[config.mk]
export PLATFORM = sky130hd
export DESIGN_NAME = fir_mac_sequencer_flat
export DESIGN_NICKNAME = d
export VERILOG_FILES = /design/src/rtl/fir_mac_sequencer_if.sv /design/src/rtl/fir_mac_sequencer.sv /design/src/flat_wrapper.sv
export SDC_FILE = /design/constraint.sdc
export NUM_CORES = 1
export LEC_CHECK = 0
export CORE_MARGIN = 2
export CORE_UTILIZATION = 33
export DETAILED_ROUTE_END_ITERATION = 10
export GPL_ROUTABILITY_DRIVEN = 0
export RECOVER_POWER = 100
export SLEW_MARGIN = 30
export SYNTH_ARGS = -nofsm -noshare
export SYNTH_HDL_FRONTEND = slang
export SYNTH_SLANG_ARGS = --single-unit
export TNS_END_PERCENT = 100
[constraint.sdc]
create_clock -name rclk -period 6.4 [get_ports rclk]
set_input_delay 0.96 -clock rclk [delete_from_list [all_inputs] [get_ports rclk]]
set_output_delay 0.96 -clock rclk [all_outputs]
set_load 0.03 [all_outputs]
[src/rtl/fir_mac_sequencer_if.sv]
// Handshake and memory-port bundle between the FIR MAC sequencer and its caller / CMEM / IMEM.
interface fir_mac_sequencer_if #(
  parameter int ADDR_W = 6,
  parameter int DATA_W = 16,
  parameter int ACC_W  = 40
);
  logic              start;
  logic [ADDR_W-1:0] base_ptr;
  logic              busy;
  logic              coef_rd_en;
  logic [ADDR_W-1:0] coef_addr;
  logic [DATA_W-1:0] coef_data;
  logic              samp_rd_en;
  logic [ADDR_W-1:0] samp_addr;
  logic [DATA_W-1:0] samp_data;
  logic [DATA_W-1:0] result;
  logic              result_valid;
  logic              sat;
  logic [ACC_W-1:0]  acc_out;

  modport slave (
    input  start, base_ptr, coef_data, samp_data,
    output busy, coef_rd_en, coef_addr, samp_rd_en, samp_addr,
           result, result_valid, sat, acc_out
  );

  modport master (
    output start, base_ptr, coef_data, samp_data,
    input  busy, coef_rd_en, coef_addr, samp_rd_en, samp_addr,
           result, result_valid, sat, acc_out
  );
endinterface

[src/rtl/fir_mac_sequencer.sv]
// Walks all taps once per start, MACs CMEM x circular IMEM pairs into a wide accumulator,
// and emits one saturated DATA_W result with a single-cycle valid strobe.
module fir_mac_sequencer #(
  parameter int NUM_TAPS = 64,
  parameter int ADDR_W   = 6,
  parameter int DATA_W   = 16,
  parameter int ACC_W    = 40,
  parameter int SHIFT    = 0
) (
  input logic                rclk,
  input logic                resetn,
  fir_mac_sequencer_if.slave bus
);

  localparam int PROD_W = 2 * DATA_W;
  localparam int STAGES = 2;
  localparam logic [ADDR_W-1:0] LAST_TAP = ADDR_W'(NUM_TAPS - 1);
  localparam logic signed [ACC_W-1:0] RES_MAX = {{(ACC_W-DATA_W+1){1'b0}}, {(DATA_W-1){1'b1}}};
  localparam logic signed [ACC_W-1:0] RES_MIN = {{(ACC_W-DATA_W+1){1'b1}}, {(DATA_W-1){1'b0}}};

  typedef enum logic [1:0] {IDLE, ISSUE, DRAIN, DONE} state_t;

  state_t                    state_q;
  logic                      rd_en_q;
  logic [ADDR_W-1:0]         coef_addr_q;
  logic [ADDR_W-1:0]         samp_addr_q;
  logic                      busy_q;
  logic [DATA_W-1:0]         result_q;
  logic                      sat_q;
  logic                      rv_q;
  logic [STAGES:1]           vld_pipe_q;
  logic signed [PROD_W-1:0]  prod_q;
  logic signed [ACC_W-1:0]   acc_q;
  logic signed [ACC_W-1:0]   acc_shr;
  logic [DATA_W-1:0]         result_d;
  logic                      sat_d;
  logic                      accept;

  assign accept  = (state_q == IDLE) && bus.start;
  assign acc_shr = acc_q >>> SHIFT;

  always_comb begin
    result_d = acc_shr[DATA_W-1:0];
    sat_d    = 1'b0;
    if (acc_shr > RES_MAX) begin
      result_d = RES_MAX[DATA_W-1:0];
      sat_d    = 1'b1;
    end else if (acc_shr < RES_MIN) begin
      result_d = RES_MIN[DATA_W-1:0];
      sat_d    = 1'b1;
    end
  end

  // The sample address is seeded from base_ptr and walks backwards, wrapping naturally.
  always_ff @(posedge rclk or negedge resetn) begin
    if (!resetn) begin
      state_q     <= IDLE;
      rd_en_q     <= 1'b0;
      coef_addr_q <= '0;
      samp_addr_q <= '0;
      busy_q      <= 1'b0;
      result_q    <= '0;
      sat_q       <= 1'b0;
      rv_q        <= 1'b0;
    end else begin
      rv_q <= 1'b0;
      case (state_q)
        IDLE: begin
          if (bus.start) begin
            state_q     <= ISSUE;
            busy_q      <= 1'b1;
            rd_en_q     <= 1'b1;
            coef_addr_q <= '0;
            samp_addr_q <= bus.base_ptr;
          end
        end
        ISSUE: begin
          if (coef_addr_q == LAST_TAP) begin
            state_q <= DRAIN;
            rd_en_q <= 1'b0;
          end else begin
            coef_addr_q <= coef_addr_q + ADDR_W'(1);
            samp_addr_q <= samp_addr_q - ADDR_W'(1);
          end
        end
        DRAIN: begin
          // Final product is being accumulated on this edge when only the last stage is live.
          if (vld_pipe_q[STAGES] && !vld_pipe_q[1]) state_q <= DONE;
        end
        DONE: begin
          result_q <= result_d;
          sat_q    <= sat_d;
          rv_q     <= 1'b1;
          busy_q   <= 1'b0;
          state_q  <= IDLE;
        end
        default: state_q <= IDLE;
      endcase
    end
  end

  // vld_pipe_q[1]: memory data valid; vld_pipe_q[2]: registered product valid.
  always_ff @(posedge rclk or negedge resetn) begin
    if (!resetn) begin
      vld_pipe_q <= '0;
      prod_q     <= '0;
      acc_q      <= '0;
    end else begin
      vld_pipe_q <= {vld_pipe_q[STAGES-1:1], rd_en_q};
      if (vld_pipe_q[1])
        prod_q <= PROD_W'($signed(bus.coef_data)) * PROD_W'($signed(bus.samp_data));
      if (accept)
        acc_q <= '0;
      else if (vld_pipe_q[STAGES])
        acc_q <= acc_q + ACC_W'(prod_q);
    end
  end

  assign bus.busy         = busy_q;
  assign bus.coef_rd_en   = rd_en_q;
  assign bus.samp_rd_en   = rd_en_q;
  assign bus.coef_addr    = coef_addr_q;
  assign bus.samp_addr    = samp_addr_q;
  assign bus.result       = result_q;
  assign bus.result_valid = rv_q;
  assign bus.sat          = sat_q;
  assign bus.acc_out      = acc_q;

endmodule

[src/flat_wrapper.sv]
// flat-port wrapper written by rule: the top's interface ports become plain ports
module fir_mac_sequencer_flat 
#(
  parameter int NUM_TAPS = 64,
  parameter int ADDR_W   = 6,
  parameter int DATA_W   = 16,
  parameter int ACC_W    = 40,
  parameter int SHIFT    = 0
)
  (rclk, resetn, bus_start, bus_base_ptr, bus_coef_data, bus_samp_data, bus_busy, bus_coef_rd_en, bus_coef_addr, bus_samp_rd_en, bus_samp_addr, bus_result, bus_result_valid, bus_sat, bus_acc_out);
  fir_mac_sequencer_if #(.ADDR_W(ADDR_W), .DATA_W(DATA_W), .ACC_W(ACC_W)) bus_i ();
  input logic rclk;
  input logic resetn;
  input wire logic [$bits(bus_i.start)-1:0] bus_start;
  input wire logic [$bits(bus_i.base_ptr)-1:0] bus_base_ptr;
  input wire logic [$bits(bus_i.coef_data)-1:0] bus_coef_data;
  input wire logic [$bits(bus_i.samp_data)-1:0] bus_samp_data;
  output wire logic [$bits(bus_i.busy)-1:0] bus_busy;
  output wire logic [$bits(bus_i.coef_rd_en)-1:0] bus_coef_rd_en;
  output wire logic [$bits(bus_i.coef_addr)-1:0] bus_coef_addr;
  output wire logic [$bits(bus_i.samp_rd_en)-1:0] bus_samp_rd_en;
  output wire logic [$bits(bus_i.samp_addr)-1:0] bus_samp_addr;
  output wire logic [$bits(bus_i.result)-1:0] bus_result;
  output wire logic [$bits(bus_i.result_valid)-1:0] bus_result_valid;
  output wire logic [$bits(bus_i.sat)-1:0] bus_sat;
  output wire logic [$bits(bus_i.acc_out)-1:0] bus_acc_out;
  assign bus_i.start = bus_start;
  assign bus_i.base_ptr = bus_base_ptr;
  assign bus_i.coef_data = bus_coef_data;
  assign bus_i.samp_data = bus_samp_data;
  assign bus_busy = bus_i.busy;
  assign bus_coef_rd_en = bus_i.coef_rd_en;
  assign bus_coef_addr = bus_i.coef_addr;
  assign bus_samp_rd_en = bus_i.samp_rd_en;
  assign bus_samp_addr = bus_i.samp_addr;
  assign bus_result = bus_i.result;
  assign bus_result_valid = bus_i.result_valid;
  assign bus_sat = bus_i.sat;
  assign bus_acc_out = bus_i.acc_out;
  fir_mac_sequencer #(.NUM_TAPS(NUM_TAPS), .ADDR_W(ADDR_W), .DATA_W(DATA_W), .ACC_W(ACC_W), .SHIFT(SHIFT)) u_core (.rclk(rclk), .resetn(resetn), .bus(bus_i));
endmodule
==> flow_summary.json <==
{
  "ys_seq_elements": 108,
  "fin_area_sq_um": 21000,
  "synth_cells": 1873,
  "antenna_found_initial": 0,
  "dr.pass1.iters": 7,
  "synth-edff-count": 0,
  "dieArea_sq_um": 52900,
  "syn2layout_area_growth_pct": 24.9,
  "cp_cell_sequence": "buf_8 > buf_6 > and2_4 > fa_1 > inv_2 > fa_1 > fa_1 > inv_2 > fa_1 > fa_1 > inv_1 > fa_1 > inv_2 > ha_4 > a21o_1 > a221oi_4 > o21ai_2 > a21o_1 > a2111oi_4 > nor2_2 > a311oi_2 > xnor2_1 > mux2_4",
  "synthFlopType": "dfrtp_1",
  "h-tree-depth": 3,
  "fp.dieW_um": 230,
  "ys_async_sr_fraction": 1.00,
  "core_area_sq_um": 50300,
  "post_drt_wl_per_cell_um": 15.2,
  "synth_fp_nets": 2305,
  "drt_iter0_markers": 645,
  "routed_via_density": 4.76,
  "worst_setup_path_start_kind": "input port",
  "cp_num_buf_inv": 6,
  "numClockSinks": 108,
  "ys_seq_area_frac": 0.160,
  "fin_skew_ns": 0.0104,
  "initial_core_util": 0.335,
  "grt_pass1_vias": 14091,
  "nets": 2567,
  "grt.total_usage": 0.165,
  "io_buffers": 113,
  "worstPathRequired_ns": 6.65,
  "hp-start": "u_core.bus.coef_rd_en",
  "place_ws_ns": -0.862,
  "drcViolationCount": 0,
  "rsz0062_at_grt": "true",
  "drv_slew": 85,
  "fin_crit_ns": 6.39,
  "fmax_ghz": 0.157,
  "post-route-period-util": 0.998,
  "worst_slack_ns": 0.0104,
  "num_io_pins": 114,
  "drv_cap": 3,
  "wl_um": 42800,
  "placed_area_sq_um": 20000,
  "synth.avg_cell_area_sq_um": 8.99,
  "ant_nets": 0,
  "cp_slowest_cell": "fa_1",
  "clkLatencyLatePin_ns": 0.36,
  "critPathLaunch": "bus_samp_data[5]",
  "finalHoldViolCount": 0,
  "finalSetupViolCount": 0,
  "endpoint_kind": "flip-flop",
  "overflow": 0,
  "violations": "capacitance limit, slew limit",
  "critPathKind": "in -> reg",
  "path_max_fanout": 5,
  "cp_top_family": "adder cells",
  "grt_max_degree": 60,
  "path_common_cell": "fa_1",
  "yosysWarnings": 0,
  "placement_rows": 82,
  "die_h_um": 230,
  "diodes": 0,
  "path_clk_slew_ns": 0.08,
  "drive_gt1_frac": 0.191,
  "hpwl_um": 35700,
  "cts_tree": "done",
  "ys_types": 66,
  "status": "complete, but fails checks",
  "critPathArrivalTime_ns": 6.64,
  "r2r-start": "u_core.bus.acc_out[0]",
  "cts_made_buffers": 9,
  "slew_headroom": -0.779,
  "vias": 13393,
  "clockBufferDepth": 2,
  "max_stage_delay_ns": 0.56,
  "syn_area_sq_um": 16800,
  "layoutNonFillerInstCount": 2812,
  "grt_pass1_wl_um": 72200,
  "tightest_slew_ns": 2.67,
  "placed_cells": 2759,
  "hold_path.class": "reg -> reg",
  "cts_root_buffer": "clkbuf_16"
}
[stage by stage]
stage                     hold WS (ns)  utilization  setup TNS (ns)
after detailed placement         0.455        0.398          -11.78
after CTS                        0.495        0.412         -0.0572
after global placement           0.454        0.398          -10.56
after global routing             0.516        0.418           -1.10
final                            0.482        0.418               0
after floorplan                  0.384            -         -0.0342
[metal layers]
metal	vias up	global-route usage	wire length, um
met4	0	0.0325	641
met2	333	0.280	20100
li1	6450	-	-
met3	39	0.0171	1950
met5	-	0	0
met1	6571	0.230	20100
[flip-flops by register name, indices dropped and copies added (netlist names)]
register and count:
u_core.prod_q 32, u_core.bus.busy 1, u_core.state_q 2, u_core.vld_pipe_q 2
u_core.bus.coef_addr 6, u_core.bus.coef_rd_en 1, u_core.bus.result_valid 1, u_core.bus.result 16
u_core.bus.sat 1, u_core.bus.samp_addr 6, u_core.bus.acc_out 40
[cells in the mapped netlist (3+ instances only)]
library cell	count	share of area
a211o_1	5	0.0026
a211oi_1	9	0.0040
a21o_1	32	0.014
a21oi_1	110	0.033
a221oi_1	4	0.0021
a22o_1	6	0.0031
a31oi_1	9	0.0033
a41oi_1	3	0.0016
and2_1	126	0.047
and3_1	10	0.0037
buf_1	3	0.00067
buf_2	6	0.0018
clkbuf_1	62	0.014
dfrtp_1	108	0.16
fa_1	263	0.31
ha_1	128	0.095
inv_1	371	0.083
mux2_2	23	0.015
mux2i_1	37	0.022
nand2_1	177	0.039
nand2b_1	17	0.0063
nand3_1	20	0.0059
nand4_1	15	0.0056
nor2_1	95	0.021
nor2b_1	7	0.0026
nor3_1	15	0.0045
nor3b_1	5	0.0022
nor4_1	9	0.0033
o2111ai_1	3	0.0016
o211ai_1	5	0.0022
o21a_1	3	0.0013
o21ai_0	60	0.018
o21bai_1	6	0.0027
o22ai_1	5	0.0019
o31ai_1	5	0.0022
or3_1	6	0.0022
xnor2_1	48	0.025
xor2_1	19	0.0099
[layout by cell type, fill, tap and decap left out, drive strengths merged, types with 10 or more instances in the layout]
cell type / n
mux2i: 37
a21oi: 111
nor2: 96
nand3: 20
nand2: 177
mux2: 24
a21o: 32
and3: 10
ha: 128
xor2: 19
nor3: 15
nand2b: 17
dlygate4sd3: 75
inv: 374
dfrtp: 108
nand4: 15
clkbuf: 17
and2: 126
xnor2: 48
o21ai: 63
buf: 225
fa: 263
[final cells by class]
| type | instances | area [sq um] |
|---|---|---|
| clock buffer | 9 | 225 |
| clock inverter | 7 | 82.6 |
| fill | 4943 | 29200 |
| inverter | 371 | 1400 |
| multi-input combinational | 1321 | 13000 |
| sequential | 108 | 2700 |
| tap | 672 | 841 |
| timing repair buffer | 324 | 2800 |
[worst paths after layout]
| kind | slack, ns | to | cells past startpoint |
|---|---|---|---|
| min | 0.48 | u_core.vld_pipe_q[1] | 0 |
| max reg2reg | 2.76 | u_core.bus.acc_out[30] | 12 |
| max | 0.01 | u_core.prod_q[24] | 23 |
| min reg2reg | 0.48 | u_core.vld_pipe_q[1] | 0 |
| max in group asynchronous | 2.41 | u_core.bus.acc_out[31] | 2 |
| min in group asynchronous | 1.43 | u_core.bus.result[1] | 1 |
[kinds of logic (layout without fill, tap and decap cells)]
| kind of cell | count (synthesis) | after routing | synth area share |
|---|---|---|---|
| simple gates | 514 | 514 | 0.150 |
| buf+inv | 444 | 711 | 0.0997 |
| fa+ha+maj | 391 | 391 | 0.408 |
| compound gates | 288 | 288 | 0.109 |
| flops | 108 | 108 | 0.160 |
| xor+xnor | 67 | 67 | 0.0348 |
| mux | 61 | 61 | 0.0383 |
[repair_timing]
item	in CTS	in global routing
cloned	5	0
hold buffers	0	0
setup buffers	27	8
pin swaps	51	81
resized for setup	179	87
setup endpoints to repair	14	13
Power is not shown: default switching activity piles up to over one toggle a cycle in this logic, so the estimate is an artifact.
